## src/rtl/seg7_disp_arb.sv

```systemverilog
// seg7_disp_arb: shares one 8-digit seven-segment display driver among NREQ
// debug sources using round-robin arbitration with a minimum dwell per grant.
// A pin override locks a chosen source onto the display.
//
// Ports:
//   clk, rstn          clock, asynchronous active-low reset
//   req[NREQ]          per-source level request
//   req_data[64*NREQ]  source i data at [64*i+63:64*i]
//   req_mode[NREQ]     source i mode (0 hex, 1 raw segments)
//   pin_en, pin_idx    force the display to source pin_idx (ignored if >= NREQ)
//   disp_data, disp_mode  registered data/mode to the display driver
//   grant[NREQ]        one-hot pulse when a source newly gains the display
//   owner              index of the current/last displayed source
//   busy               high while showing or pinned
module seg7_disp_arb #(
  parameter int unsigned NREQ         = 4,
  parameter int unsigned DWELL_CYCLES = 50000000,
  parameter int unsigned CNT_W        = 26
) (
  input  logic                 clk,
  input  logic                 rstn,
  input  logic [NREQ-1:0]      req,
  input  logic [64*NREQ-1:0]   req_data,
  input  logic [NREQ-1:0]      req_mode,
  input  logic                 pin_en,
  input  logic [2:0]           pin_idx,
  output logic [63:0]          disp_data,
  output logic                 disp_mode,
  output logic [NREQ-1:0]      grant,
  output logic [2:0]           owner,
  output logic                 busy
);

  typedef enum logic [1:0] {IDLE, SHOW, PINNED} state_t;

  state_t           state_q, state_d;
  logic [2:0]       last_q, last_d;
  logic [CNT_W-1:0] cnt_q, cnt_d;
  logic [63:0]      disp_data_q, disp_data_d;
  logic             disp_mode_q, disp_mode_d;
  logic [NREQ-1:0]  grant_q, grant_d;
  logic [2:0]       owner_q, owner_d;
  logic             busy_q, busy_d;

  // Sources padded to the full 3-bit index space so any index is in range.
  logic [63:0] src_data [8];
  logic [7:0]  src_mode;
  logic [7:0]  src_req;
  logic        pin_valid;
  logic        rr_found;
  logic [2:0]  rr_win;
  logic [2:0]  cand;

  always_comb begin
    for (int unsigned i = 0; i < 8; i++) begin
      src_data[i] = '0;
    end
    for (int unsigned i = 0; i < NREQ; i++) begin
      src_data[i] = req_data[64*i +: 64];
    end
    src_mode  = 8'(req_mode);
    src_req   = 8'(req);
    pin_valid = pin_en && ({29'b0, pin_idx} < NREQ);
  end

  // Round-robin search from last_q+1 upward. In SHOW it is only consulted at
  // dwell expiry, where the current owner must not win against itself.
  always_comb begin
    rr_found = 1'b0;
    rr_win   = last_q;
    cand     = '0;
    for (int unsigned k = 1; k <= NREQ; k++) begin
      cand = 3'(({29'b0, last_q} + k) % NREQ);
      if (!rr_found && src_req[cand] &&
          !((state_q == SHOW) && (cand == owner_q))) begin
        rr_found = 1'b1;
        rr_win   = cand;
      end
    end
  end

  always_comb begin
    state_d     = state_q;
    last_d      = last_q;
    cnt_d       = cnt_q;
    disp_data_d = disp_data_q;
    disp_mode_d = disp_mode_q;
    grant_d     = '0;
    owner_d     = owner_q;
    busy_d      = busy_q;

    if (pin_valid) begin
      // Pin override wins from any state; counter is left frozen.
      state_d     = PINNED;
      owner_d     = pin_idx;
      disp_data_d = src_data[pin_idx];
      disp_mode_d = src_mode[pin_idx];
      busy_d      = 1'b1;
    end else begin
      unique case (state_q)
        IDLE: begin
          busy_d = 1'b0;
          if (rr_found) begin
            state_d     = SHOW;
            owner_d     = rr_win;
            last_d      = rr_win;
            grant_d     = (NREQ)'(1) << rr_win;
            disp_data_d = src_data[rr_win];
            disp_mode_d = src_mode[rr_win];
            cnt_d       = CNT_W'(DWELL_CYCLES - 1);
            busy_d      = 1'b1;
          end
        end
        SHOW: begin
          if (cnt_q != '0) begin
            cnt_d = cnt_q - CNT_W'(1);
            if (src_req[owner_q]) begin
              disp_data_d = src_data[owner_q];
              disp_mode_d = src_mode[owner_q];
            end
          end else if (rr_found) begin
            owner_d     = rr_win;
            last_d      = rr_win;
            grant_d     = (NREQ)'(1) << rr_win;
            disp_data_d = src_data[rr_win];
            disp_mode_d = src_mode[rr_win];
            cnt_d       = CNT_W'(DWELL_CYCLES - 1);
          end else if (src_req[owner_q]) begin
            disp_data_d = src_data[owner_q];
            disp_mode_d = src_mode[owner_q];
            cnt_d       = CNT_W'(DWELL_CYCLES - 1);
          end else begin
            state_d = IDLE;
            busy_d  = 1'b0;
          end
        end
        PINNED: begin
          // Release: an invalid pin_idx counts as release, so fall back to
          // the index that was actually pinned.
          state_d = IDLE;
          busy_d  = 1'b0;
          last_d  = ({29'b0, pin_idx} < NREQ) ? pin_idx : owner_q;
        end
        default: begin
          state_d = IDLE;
          busy_d  = 1'b0;
        end
      endcase
    end
  end

  always_ff @(posedge clk or negedge rstn) begin
    if (!rstn) begin
      state_q     <= IDLE;
      last_q      <= 3'(NREQ - 1);
      cnt_q       <= '0;
      disp_data_q <= '0;
      disp_mode_q <= 1'b0;
      grant_q     <= '0;
      owner_q     <= '0;
      busy_q      <= 1'b0;
    end else begin
      state_q     <= state_d;
      last_q      <= last_d;
      cnt_q       <= cnt_d;
      disp_data_q <= disp_data_d;
      disp_mode_q <= disp_mode_d;
      grant_q     <= grant_d;
      owner_q     <= owner_d;
      busy_q      <= busy_d;
    end
  end

  assign disp_data = disp_data_q;
  assign disp_mode = disp_mode_q;
  assign grant     = grant_q;
  assign owner     = owner_q;
  assign busy      = busy_q;

endmodule

```

## config.mk

```make
export PLATFORM = sky130hd
export DESIGN_NAME = seg7_disp_arb
export DESIGN_NICKNAME = d
export VERILOG_FILES = /design/src/rtl/seg7_disp_arb.sv
export SDC_FILE = /design/constraint.sdc
export NUM_CORES = 1
export LEC_CHECK = 0
export ABC_AREA = 1
export CORE_MARGIN = 1
export CORE_UTILIZATION = 30
export CTS_CLUSTER_DIAMETER = 120
export CTS_CLUSTER_SIZE = 8
export DETAILED_ROUTE_END_ITERATION = 8
export GPL_TIMING_DRIVEN = 0
export PLACE_DENSITY = 0.57
export RECOVER_POWER = 100
export SYNTH_ARGS = -nofsm -noshare
export SYNTH_HDL_FRONTEND = slang
export SYNTH_SLANG_ARGS = --single-unit
```

## constraint.sdc

```tcl
create_clock -name clk -period 2.25 [get_ports clk]
set_clock_uncertainty 0.1 [all_clocks]
set_input_delay 0.225 -clock clk [delete_from_list [all_inputs] [get_ports clk]]
set_output_delay 0.225 -clock clk [all_outputs]
set_load 0.02 [all_outputs]
```

**After elaboration in Yosys (flattened, before gate mapping)**

Index checks and enable logic that the tools add are counted.

- Add/subtract/negate cells: 5
- Magnitude comparators: 11
- Eq/ne operators: 13
- Shift operators: 1
- Multiplexer cells: 74
- Bitwise logic cells: 4
- Reductions and logical operators: 30

Operator list:

| cell | number |
|---|---|
| two-way mux 64 bit | 11 |
| binary-select mux 64 bit (select 3 bit) | 3 |
| case mux 64 bit (2 select lines) | 1 |
| two-way mux 26 bit | 4 |
| case mux 26 bit (2 select lines) | 1 |
| two-way mux 3 bit | 10 |
| nonzero test 26 bit | 1 |
| subtractor 26 x 1 -> 26 bit (second input constant) | 1 |
| two-way mux 1 bit | 22 |
| less-than comparator 2 x 4 -> 1 bit (second input constant) | 4 |
| binary-select mux 1 bit (select 3 bit) | 4 |
| equality test 2 x 3 -> 1 bit | 4 |
| greater-or-equal comparator 4 bit (second input constant) | 3 |
| logical AND 1 bit | 12 |
| less-than comparator 3 x 4 -> 1 bit (second input constant) | 3 |
| two-way mux 4 bit | 3 |
| != test 3 bit (second input constant) | 4 |
| inverter 3 -> 4 bit | 3 |
| two-way mux 2 bit | 5 |
| case mux 3 bit (3 select lines) | 1 |
| binary-select mux 1 bit (select 2 bit) | 4 |
| case mux 4 bit (2 select lines) | 1 |
| AND reduction 4 bit | 2 |
| logical NOT 1 bit | 7 |
| 17 further kinds | 24 |

- Bits in registers: 104
- Input port bits: 270
- Output and inout bits: 73
- Word-level logic and storage cells: 146

**Depth between registers and ports, before layout**

- Depth in word-level cells: 26
- Depth in mapped cells: 21
- Mapped depth without buffers: 19

**Worst setup path before layout**

Ideal clock, no wire load.

- Path kind: register to register
- Start: reg owner_q[0] (netlist: owner[0])
- End: reg cnt_q[2]
- Setup time: 0.129 ns
- Data arrival time: 2.109 ns
- Required time: 2.021 ns
- Setup slack: -0.088 ns
- Cell stages (with the launch flop): 18
- Path buffers: 2
- Period minus slack after synthesis: 2.338 ns
- Cells stage by stage: dfrtp_1 > buf_2 > inv_4 > nand2_1 > nand2_1 > nor2_2 > nand2_1 > nand2_2 > nand2_2 > nor2_8 > o21ai_4 > nand2_4 > inv_2 > nand2_2 > inv_2 > o21ai_1 > buf_4 > nand3_1

- Longest elaborated chain between the ends: 20
- Elaborated cells between the ends (all ways): 34
- Those cells by class: eq/ne: 6; mux: 9; reduce/logical: 19

RTL lines:

| item | line | text |
|---|---|---|
| start, declared | 42 | `logic [2:0] owner_q, owner_d;` |
| start signal, assigned | 169 | `owner_q <= owner_d;` |
| equality test 2 x 3 -> 1 bit | 75 | `!((state_q == SHOW) && (cand == owner_q))) begin` |
| logical AND 1 bit | 75 |  |
| logical NOT 1 bit | 75 |  |
| logical AND 1 bit | 74 | `if (!rr_found && src_req[cand] &&` |
| two-way mux 1 bit | 74 |  |
| logical NOT 1 bit | 74 |  |
| logical AND 1 bit (2 in series) | 74 |  |
| two-way mux 1 bit | 74 |  |
| logical NOT 1 bit | 74 |  |
| logical AND 1 bit (2 in series) | 74 |  |
| two-way mux 1 bit | 74 |  |
| logical NOT 1 bit | 74 |  |
| logical AND 1 bit (2 in series) | 74 |  |
| two-way mux 1 bit | 74 |  |
| two-way mux 26 bit | 121 | `end else if (rr_found) begin` |
| two-way mux 26 bit | 115 | `if (cnt_q != '0) begin` |
| case mux 26 bit (2 select lines) | 100 | `unique case (state_q)` |
| end signal, assigned | 165 | `cnt_q <= cnt_d;` |
| end, declared | 38 | `logic [CNT_W-1:0] cnt_q, cnt_d;` |

Several ways; a longest one is shown, not always the timed one. The select of a mux whose other input is x is not followed.
A chain may end at the register's enable or synchronous reset.

**Final worst setup path**

- Start: reg owner_q[1] (netlist: owner[1])
- End: reg disp_data_q[13] (netlist: disp_data[13])

- Longest elaborated chain between the ends: 25
- Elaborated cells between the ends (all ways): 48
- Those cells by class: eq/ne: 5; mux: 22; bitwise: 2; reduce/logical: 19

RTL lines:

| item | line | text |
|---|---|---|
| equality test 2 x 3 -> 1 bit | 75 |  |
| logical AND 1 bit | 75 |  |
| logical NOT 1 bit | 75 |  |
| logical AND 1 bit | 74 |  |
| two-way mux 1 bit | 74 |  |
| logical NOT 1 bit | 74 |  |
| logical AND 1 bit (2 in series) | 74 |  |
| two-way mux 1 bit | 74 |  |
| [... 7 more ...] | - |  |
| two-way mux 3 bit | 74 |  |
| inverter 3 -> 4 bit (not written as such) | 108, 125 |  |
| binary-select mux 64 bit (select 3 bit) | 108, 125 |  |
| two-way mux 64 bit (not written as such) (2 in series) | 108, 125 |  |
| two-way mux 64 bit | 121 |  |
| two-way mux 64 bit | 115 |  |
| case mux 64 bit (2 select lines) | 100 |  |
| two-way mux 64 bit | 92 | `if (pin_valid) begin` |
| end signal, assigned | 166 | `disp_data_q <= disp_data_d;` |
| end, declared | 39 | `logic [63:0] disp_data_q, disp_data_d;` |

Several ways; a longest one is shown, not always the timed one. The select of a mux whose other input is x is not followed.

==> run summary <==
final hold violation count -> 0
CTS Buffer Depth -> 2
leading area contributor after synthesis -> dfrtp_1
failing checks -> setup timing
vias post-DR -> 19500
DRC -> 0
WS Path Type -> reg -> reg
Detail Placement HPWL -> 58100 um
DR WL/cell -> 23.5 um
GRT Overall Usage -> 34.3%
Die Y -> 212 um
Cells after Synth -> 2397
Data arrival, critical path -> 2.85 ns
register area share after synthesis -> 19.6%
die width -> 212 um
commonest cells in the synthesized netlist -> nand2_1 (560), o21ai_0 (358), a21oi_1 (293)
Placeable Area -> 43400 um^2
Hold Crit Class -> in -> async
maxcap violations -> 0
DRT Pass-1 Iters -> 8
Critical Path RT -> 2.45 ns
DIE AREA -> 45100 um^2
Post-Syn Nets -> 2668
Starting Density -> 30.6%
asr flop ratio synth -> 100%
fin nets -> 3065
first-pass GRT wire length -> 115000 um
worst ir drop on vdd -> 865 uV
syn avg cell area -> 5.54 um^2
H-tree depth -> 3
clk slew on worst S/H paths -> 0.10 ns
Area growth syn-to-layout -> 46.7%
Congestion Overflow GR -> 0
DR vias/cell -> 5.74
Synth cell types -> 44
Post-synth EDFFs -> 0
Yosys top cell area share -> 19.2%
fin crit period -> 2.65 ns
slew at the pin closest to its max-slew limit -> 0.948 ns
vias in the first global route -> 18500
most common cell in the netlist -> nand2_1
I/O pin count -> 343
largest net degree at the start of global routing -> 78
Root Driver -> clkbuf_16
Slew headroom -> 36.8%
PortBufs -> 341
Yosys warning count -> 0
CP Max Fanout -> 10
initial antenna violation count -> 14
Clock Sinks -> 104
Worst Setup Slack, final -> -0.401 ns
Tot Pwr -> 31200 uW
DRT Wirelength -> 79900 um
top_reg_cell synth -> dfrtp_1
crit path launch type -> register
Worst-Skew Late Latency -> 0.41 ns
Yosys reg bits -> 104
P per Cell Area -> 1600 nW/um^2
layout cells sized above 1 -> 11.3%
cts bufs inserted -> 9
Leakage -> 0.00883 uW
post-route antenna net violation count -> 0
CTS tree -> yes
Final setup viols -> 101
Cell Rows -> 76
Final TNS setup -> -31.34 ns
top cells by area, synth -> dfrtp_1 (19%), nand2_1 (16%), o21ai_0 (13%), a21oi_1 (11%), inv_1 (7.7%)
# fillers -> 4633
CP Capture Type -> register
outcome -> finished with violations
Post-Syn Area -> 13300 um^2
unrepaired setup endpoints after global routing -> true
fmax -> 0.377 GHz
Iteration-0 DRC Markers -> 2254
gpl congestion -> 0.960
Final period util -> 118%
Slew Limit Fails -> 0
## worst max-delay path, stage by stage (launching register included)
cell and delay (ns):
dfrtp_2 0.39, buf_2 0.20, clkbuf_1 0.59, clkbuf_1 0.52, o21ai_0 0.19, o21ai_0 0.20, nand2_1 0.09, a21oi_1 0.18
a21oi_2 0.08
## metrics by stage
| step | utilization [%] | hold WS [ns] | instance area [um^2] | setup WS [ns] | cells |
|---|---|---|---|---|---|
| after floorplan | - | -0.171 | 13300 | -0.0419 | 2397 |
| after CTS | 43.4 | 0.169 | 18800 | -0.341 | 3367 |
| after global placement | 40.3 | 0.382 | 17500 | -4.31 | 3323 |
| final | 44.9 | 0.324 | 19500 | -0.401 | 3399 |
| after global routing | 44.9 | 0.427 | 19500 | -0.507 | 3396 |
| after detailed placement | 40.3 | 0.0303 | 17500 | -1.02 | 3324 |
## routing by layer
layer	share of wire [%]	global-route usage, %	vias up
met5	0.038	0	-
li1	-	-	8806
met3	11	6.48	247
met4	5.0	20.1	4
met1	41	46.5	9117
met2	43	50.4	1335
## worst paths after layout
path / startpoint / to / slack, ns / depth (start not counted)
worst min-delay path: rstn / cnt_q[9] / 0.32 / 2
worst max-delay path: owner[1] / disp_data[13] / -0.40 / 8
min in group clk: cnt_q[23] / cnt_q[23] / 0.41 / 2
worst max register to register: owner[1] / disp_data[13] / -0.40 / 8
max in group asynchronous: rstn / owner[1] / 0.31 / 3
worst min register to register: cnt_q[23] / cnt_q[23] / 0.41 / 2
## state kept, by name, summed over array words and instances (netlist names)
name	cells
busy	1
cnt_q	26
disp_data	64
disp_mode	1
grant	4
last_q	3
owner	3
state_q	2
## layout by cell type, fill, tap and decap left out, types with 11 or more instances in the layout
master,count
nand2_1,536
o21ai_0,313
a21oi_1,271
inv_1,269
clkdlybuf4s50_1,267
nor2_1,179
nand3_1,126
o211ai_1,110
dfrtp_1,101
dlygate4sd3_1,74
clkbuf_1,66
o21ai_1,61
buf_4,36
clkbuf_2,29
buf_6,26
o22ai_1,26
buf_12,22
a21oi_2,22
nand2_2,19
nand3_2,19
clkbuf_16,18
or2_2,17
clkbuf_4,17
diode_2,15
nand2_4,14
nand3b_1,13
o21bai_1,12
nand4_1,11
nor3_1,11
## cells by family (layout without fill, tap and decap cells)
logic type	after synthesis	count (layout)	synth area share, %
compound gates	842	842	34.8
xor+xnor	8	8	0.528
fa+ha+maj	1	1	0.0942
buf+inv	481	883	14.7
flops	104	104	19.6
other cells	0	15	0
simple gates	961	961	30.2
## what timing repair did
action	4_1_cts	5_1_grt
pin swaps	13	51
hold endpoints to repair	27	0
hold buffers	1	0
buffers inserted	24	8
setup endpoints to repair	103	103
resized for setup	233	161
gates cloned	3	9
## cell type report
class / count / area [um^2] / share of cell area [%]
Clock inverter: 7 / 92.6 / 0.475
Inverter: 290 / 1140 / 5.84
Timing Repair Buffer: 387 / 4020 / 20.7
Tap cell: 585 / 732 / 3.76
Sequential cell: 104 / 2610 / 13.4
Clock buffer: 9 / 225 / 1.16
Buffer: 190 / 1490 / 7.65
Antenna cell: 15 / 37.5 / 0.193
Multi-Input combinational cell: 1812 / 9140 / 46.9
## power by group
part	leakage [uW]	internal (uW)	switching, uW
Combinational	0.00747	9760	16100
Sequential	0.00120	2660	717
Clock	0.000158	908	1050
Total	0.00883	13300	17900
Power figures use the tool's default switching activity.
==> variant 1, RTL diff (config.mk and constraints unchanged) <==
Take the reset off `disp_data_q` and load it in a clocked block of its own.
--- a/src/rtl/seg7_disp_arb.sv
+++ b/src/rtl/seg7_disp_arb.sv
@@ -154,7 +154,6 @@
       state_q     <= IDLE;
       last_q      <= 3'(NREQ - 1);
       cnt_q       <= '0;
-      disp_data_q <= '0;
       disp_mode_q <= 1'b0;
       grant_q     <= '0;
       owner_q     <= '0;
@@ -163,12 +162,15 @@
       state_q     <= state_d;
       last_q      <= last_d;
       cnt_q       <= cnt_d;
-      disp_data_q <= disp_data_d;
       disp_mode_q <= disp_mode_d;
       grant_q     <= grant_d;
       owner_q     <= owner_d;
       busy_q      <= busy_d;
     end
+  end
+
+  always_ff @(posedge clk) begin
+    disp_data_q <= disp_data_d;
   end
 
   assign disp_data = disp_data_q;
Check against the original RTL: not equivalent (a bounded check fails within 4 cycles, from zero or initial values and one cycle with rstn low).
==> variant 1 against the unedited design <==
- the flow still finishes with violations (setup timing)
- power grew 0.71%
- sequential cell count is the same
- design area decreased by 4.0%
- core utilization up 0.47 points
- clock power decreased by 9.7%
- die area shrank 4.8%
- setup slack lost 11 ps
- routed wire length is 11% lower
- non-clock buffer count down 13
- synthesized area is 4.9% lower
==> variant 1: results (changes against the unedited design) <==
Outcome
  – Status: finished with violations (unchanged)
  – Failing checks: setup timing (unchanged)

GRT
  – Largest net degree at the start of global routing: 39 (was 78)
  – GR Util All Layers: 31.60% (was 34.33%)
  – Vias in the first global route: 17.39k (was 18.47k)
  – Global-route wire length before repair: 104.8 mm (was 115.4 mm)
  – Initial antenna violation count: 16 (was 14)

Layout
  – Non-clock buffering overhead: 28.16% (was 28.31%)
  – Clk_buf instances: 10 (was 9)
  – Final nets: 2891 (was 3065)
  – Ant. Diodes: 14 (was 15)
  – Fraction of area in multi-input gates: 46.75% (was 46.90%)
  – Filler Cells Inserted: 4275 (was 4633)
  – Seq_cells: 104 (unchanged)
  – Non-clock buffer count: 564 (was 577)
  – Inverters: 198 (was 290)
  – Sequential share of cell area: 15.64% (was 13.38%)

Logic synthesis
  – Register area share after synthesis: 23.15% (was 19.62%)
  – Mapped Nets: 2491 (was 2668)
  – Most used flip-flop cell after synthesis: edfxtp_1 (was dfrtp_1)
  – Largest cells by area after synthesis: nand2_1, edfxtp_1, o21ai_0, a21oi_1, nand3_1 (was dfrtp_1, nand2_1, o21ai_0, a21oi_1, inv_1)
  – Synth cell types: 42 (was 44)
  – Commonest cells in the netlist: nand2_1, o21ai_0, a21oi_1, nand3_1, inv_1 (was nand2_1, o21ai_0, a21oi_1, inv_1, nor2_1)
  – EDFF count, synth: 64 (was 0)
  – Post-Syn Area per Cell: 5.691 um2 (was 5.540 um2)

Critical path
  – CP max stage delay: 470 ps (was 590 ps)
  – Slowest-stage cell, CP: dfrtp_2 (was clkbuf_1)

Power and ir drop
  – Power Combinational: 25.8 mW (was 25.9 mW)
  – Peak supply drop: 0.0009956 V (was 0.0008650 V)
  – P_leak: 8.097 nW (was 8.828 nW)
  – Pwr dens: 1681 nW/um2 (was 1603 nW/um2)
  – Seq. pwr: 3.86 mW (was 3.37 mW)
  – Sw Share: 55.61% (was 57.35%)

Clock tree
  – Clock Latency Late Sink: 390 ps (was 410 ps)

Timing
  – Final setup vio count: 166 (was 101)
  – PnR worst setup slack: -412.4 ps (was -401.5 ps)

Placement
  – Routability cong.: 0.9573 (was 0.9596)
  – Post-placement cell count: 3094 (was 3324)
  – Dpl ws: -1467 ps (was -1022 ps)

Routing
  – Drt pass-1 iters: 6 (was 8)
  – Vias: 18.40k (was 19.51k)
  – Initial DRC count: 2183 (was 2254)
  – Vias per inst: 5.801 (was 5.740)
variant 1: cell count changes in the layout (fill, tap and decap cells not counted), sizes merged, moves of 26 or more:
| cell | change |
|---|---|
| nor2 | -55 |
| nand3 | +60 |
| dfrtp | -64 |
| o2111ai | +26 |
| edfxtp | +64 |
| o211ai | -78 |
| o22ai | -26 |
| nand2 | +57 |
| inv | -91 |
variant 1: per-stage QoR:
stage / area [um2] / utilization [%] / setup TNS, ps
floorplan: 12810 / - / -13090
global placement: 16890 / 41.00 / -178630
detailed placement: 16910 / 41.03 / -170830
CTS: 17780 / 43.15 / -47790
global route: 18700 / 45.39 / -59980
finish: 18710 / 45.41 / -49800
variant 1: kinds of logic after synthesis:
kind of cell             count (synthesis)  share of synthesized area [%]
AND/OR/NAND/NOR                        988                          32.48
buffers and inverters                  376                          12.60
adder cells (fa/ha/maj)                  1                        0.09901
XOR/XNOR                                 8                         0.5546
flip-flops                             104                          23.15
AO/OA/AOI/OAI                          743                          31.12
variant 1: worst paths after layout:
kind	endpoint	slack [ps]	startpoint	depth (start not counted)
max in group asynchronous	owner[0]	790	rstn	3
max	disp_data[13]	-410	owner[0]	10
min reg2reg	last_q[2]	400	last_q[2]	2
min	grant[3]	60	rstn	2
max reg2reg	disp_data[13]	-410	owner[0]	10
min in group clk	last_q[2]	400	last_q[2]	2
variant 1: routing by layer:
metal / wire length [um] / track usage [%] / part of all wire [%]
met3: 7791 / 5.250 / 11
met4: 3766 / 18.97 / 5.3
met2: 31500 / 48.51 / 44
met5: 24 / 0 / 0.034
met1: 28130 / 41.63 / 39
variant 1: what timing repair did:
item,CTS,global route
cloned,3,8
hold buffers,1,0
endpoints found under the hold margin,40,0
endpoints found under the setup margin,167,167
buffers inserted,24,15
resized for setup,121,185
pin swaps,11,29
==> variant 2, RTL diff (same settings) <==
Made on the original files. `CNT_W`: 26 -> 34.
--- a/src/rtl/seg7_disp_arb.sv
+++ b/src/rtl/seg7_disp_arb.sv
@@ -15,7 +15,7 @@
 module seg7_disp_arb #(
   parameter int unsigned NREQ         = 4,
   parameter int unsigned DWELL_CYCLES = 50000000,
-  parameter int unsigned CNT_W        = 26
+  parameter int unsigned CNT_W        = 34
 ) (
   input  logic                 clk,
   input  logic                 rstn,
Function: not settled (the Yosys comparison gave no result); the edit may change what the design does.
==> variant 2 against the unedited design <==
- the flow still finishes with violations (setup timing)
- maximum frequency shrank 2.2%
- sequential share of layout area grew 0.28 points
- via count grew 4.0%
- largest cell class unchanged
- routed wire length grew 1.0%
- design area grew 5.5%
- critical endpoint is now disp_data[36]
- clock power grew 6%
- power grew 11%
- critical path depth grew 3
- setup slack lost 59 ps
- sequential cell count grew 8
- synthesized area grew 6.5%
==> variant 2: results (changes against the unedited design) <==
Outcome
  – Status: finished with violations (unchanged)
  – Failing checks: setup timing (unchanged)

GRT
  – Largest net degree at the start of global routing: 76 (was 78)
  – Initial antenna violation count: 8 (was 14)
  – GR Util All Layers: 32.53% (was 34.33%)
  – Vias in the first global route: 18.99k (was 18.47k)

Layout
  – Filler Cells Inserted: 4957 (was 4633)
  – Final nets: 3307 (was 3065)

Logic synthesis
  – Synth cell types: 37 (was 44)
  – Largest cells by area after synthesis: nand2_1, dfrtp_1, o21ai_0, inv_1, nor2_1 (was dfrtp_1, nand2_1, o21ai_0, a21oi_1, inv_1)
  – Commonest cells in the netlist: nand2_1, o21ai_0, inv_1, nor2_1, nand3_1 (was nand2_1, o21ai_0, a21oi_1, inv_1, nor2_1)
  – Register area share after synthesis: 19.84% (was 19.62%)
  – Mapped Cells: 2642 (was 2397)

Timing
  – Final setup TNS: -37850 ps (was -31340 ps)
  – Normalized max-slew margin: 23.15% (was 36.81%)
  – Hold slack: 410.5 ps (was 324.2 ps)
  – PnR worst setup slack: -460.6 ps (was -401.5 ps)
  – Final setup vio count: 109 (was 101)

Routing
  – Vias per inst: 5.561 (was 5.740)
  – Metal2 WL: 35.79 mm (was 34.24 mm)
  – Initial DRC count: 2429 (was 2254)
  – Vias: 20.30k (was 19.51k)
  – Met1 WL: 32.88 mm (was 32.90 mm)
  – Routed wire length: 80.68 mm (was 79.86 mm)
  – DR WL met3: 7.860 mm (was 8.699 mm)

Critical path
  – CP max stage delay: 510 ps (was 590 ps)
  – Flop2flop setup slack: -460 ps (was -400 ps)
  – Reg2Reg Depth: 11 (was 8)
  – FF-to-FF End: disp_data[36] (was disp_data[13])

Placement
  – Port bufs: 341 (unchanged)
  – Placed inst area: 18470 um2 (was 17500 um2)
  – DPL Wire Length: 58.91 mm (was 58.15 mm)
  – Post-placement cell count: 3591 (was 3324)
  – Dpl ws: -1356 ps (was -1022 ps)
  – Routability cong.: 0.9900 (was 0.9596)

Power and ir drop
  – Net Sw Power: 19.60 mW (was 17.91 mW)
  – Clk pwr: 2.08 mW (was 1.96 mW)
  – Pwr dens: 1681 nW/um2 (was 1603 nW/um2)
  – P_leak: 9.757 nW (was 8.828 nW)
  – Peak supply drop: 0.0008815 V (was 0.0008650 V)
## variant 2: changes by cell type after synthesis, sizes merged, moves of 17 or more
cell,change
nand2,+293
o221ai,+37
nor2,+70
o21ai,+25
a31oi,+26
o22ai,-24
nand3b,+20
a21oi,-134
o211ai,-77
or2,-17
nand3,+17
## variant 2: worst max-delay path by stage
stage                         start             to  slack (ps)  depth (start not counted)
after floorplan           last_q[0]  disp_data[50]         -80                         20
after global placement         rstn      cnt_q[14]       -4680                          1
after detailed placement   owner[0]  disp_data[43]       -1360                         15
after CTS                 last_q[0]  disp_data[63]        -380                         19
after global routing      last_q[0]  disp_data[50]        -550                         20
final                      owner[1]  disp_data[36]        -460                         11
## variant 2: repair_timing
| action | in CTS | in global routing |
|---|---|---|
| hold buffers | 1 | 0 |
| hold endpoints to repair | 37 | 0 |
| gates cloned | 3 | 7 |
| pin swaps | 28 | 45 |
| endpoints found under the setup margin | 112 | 111 |
| buffers inserted | 26 | 6 |
| resized for setup | 257 | 147 |
## variant 2: area by class of cell
cell class              count  area, um2  share of cell area [%]
diodes                      2      5.005                 0.02434
inverters                 289       1124                   5.464
clock buffers               9      225.2                   1.095
flip-flops and latches    112       2809                   13.66
well taps                 607      759.5                   3.693
repair buffers            385       4015                   19.53
multi-input cells        2043       9921                   48.24
clock inverters             7      121.4                  0.5902
plain buffers             196       1584                   7.703
## variant 2: metal layers
layer  up-vias  track usage [%]
met4        14            16.64
met5         -                0
met1      9325            41.96
li1       9394                -
met3       259            6.251
met2      1307            51.39
## variant 2: cell families (layout without fill, tap and decap cells)
group	after synthesis	in the layout	synth area share, %
AOI/OAI and AO/OA	675	675	26.10
xor gates and xnor gates	15	15	0.9291
adders and majority gates	1	1	0.08847
buffers and inverters	487	886	13.90
DFF	112	112	19.84
other	0	2	0
and+or+nand+nor	1352	1352	39.14
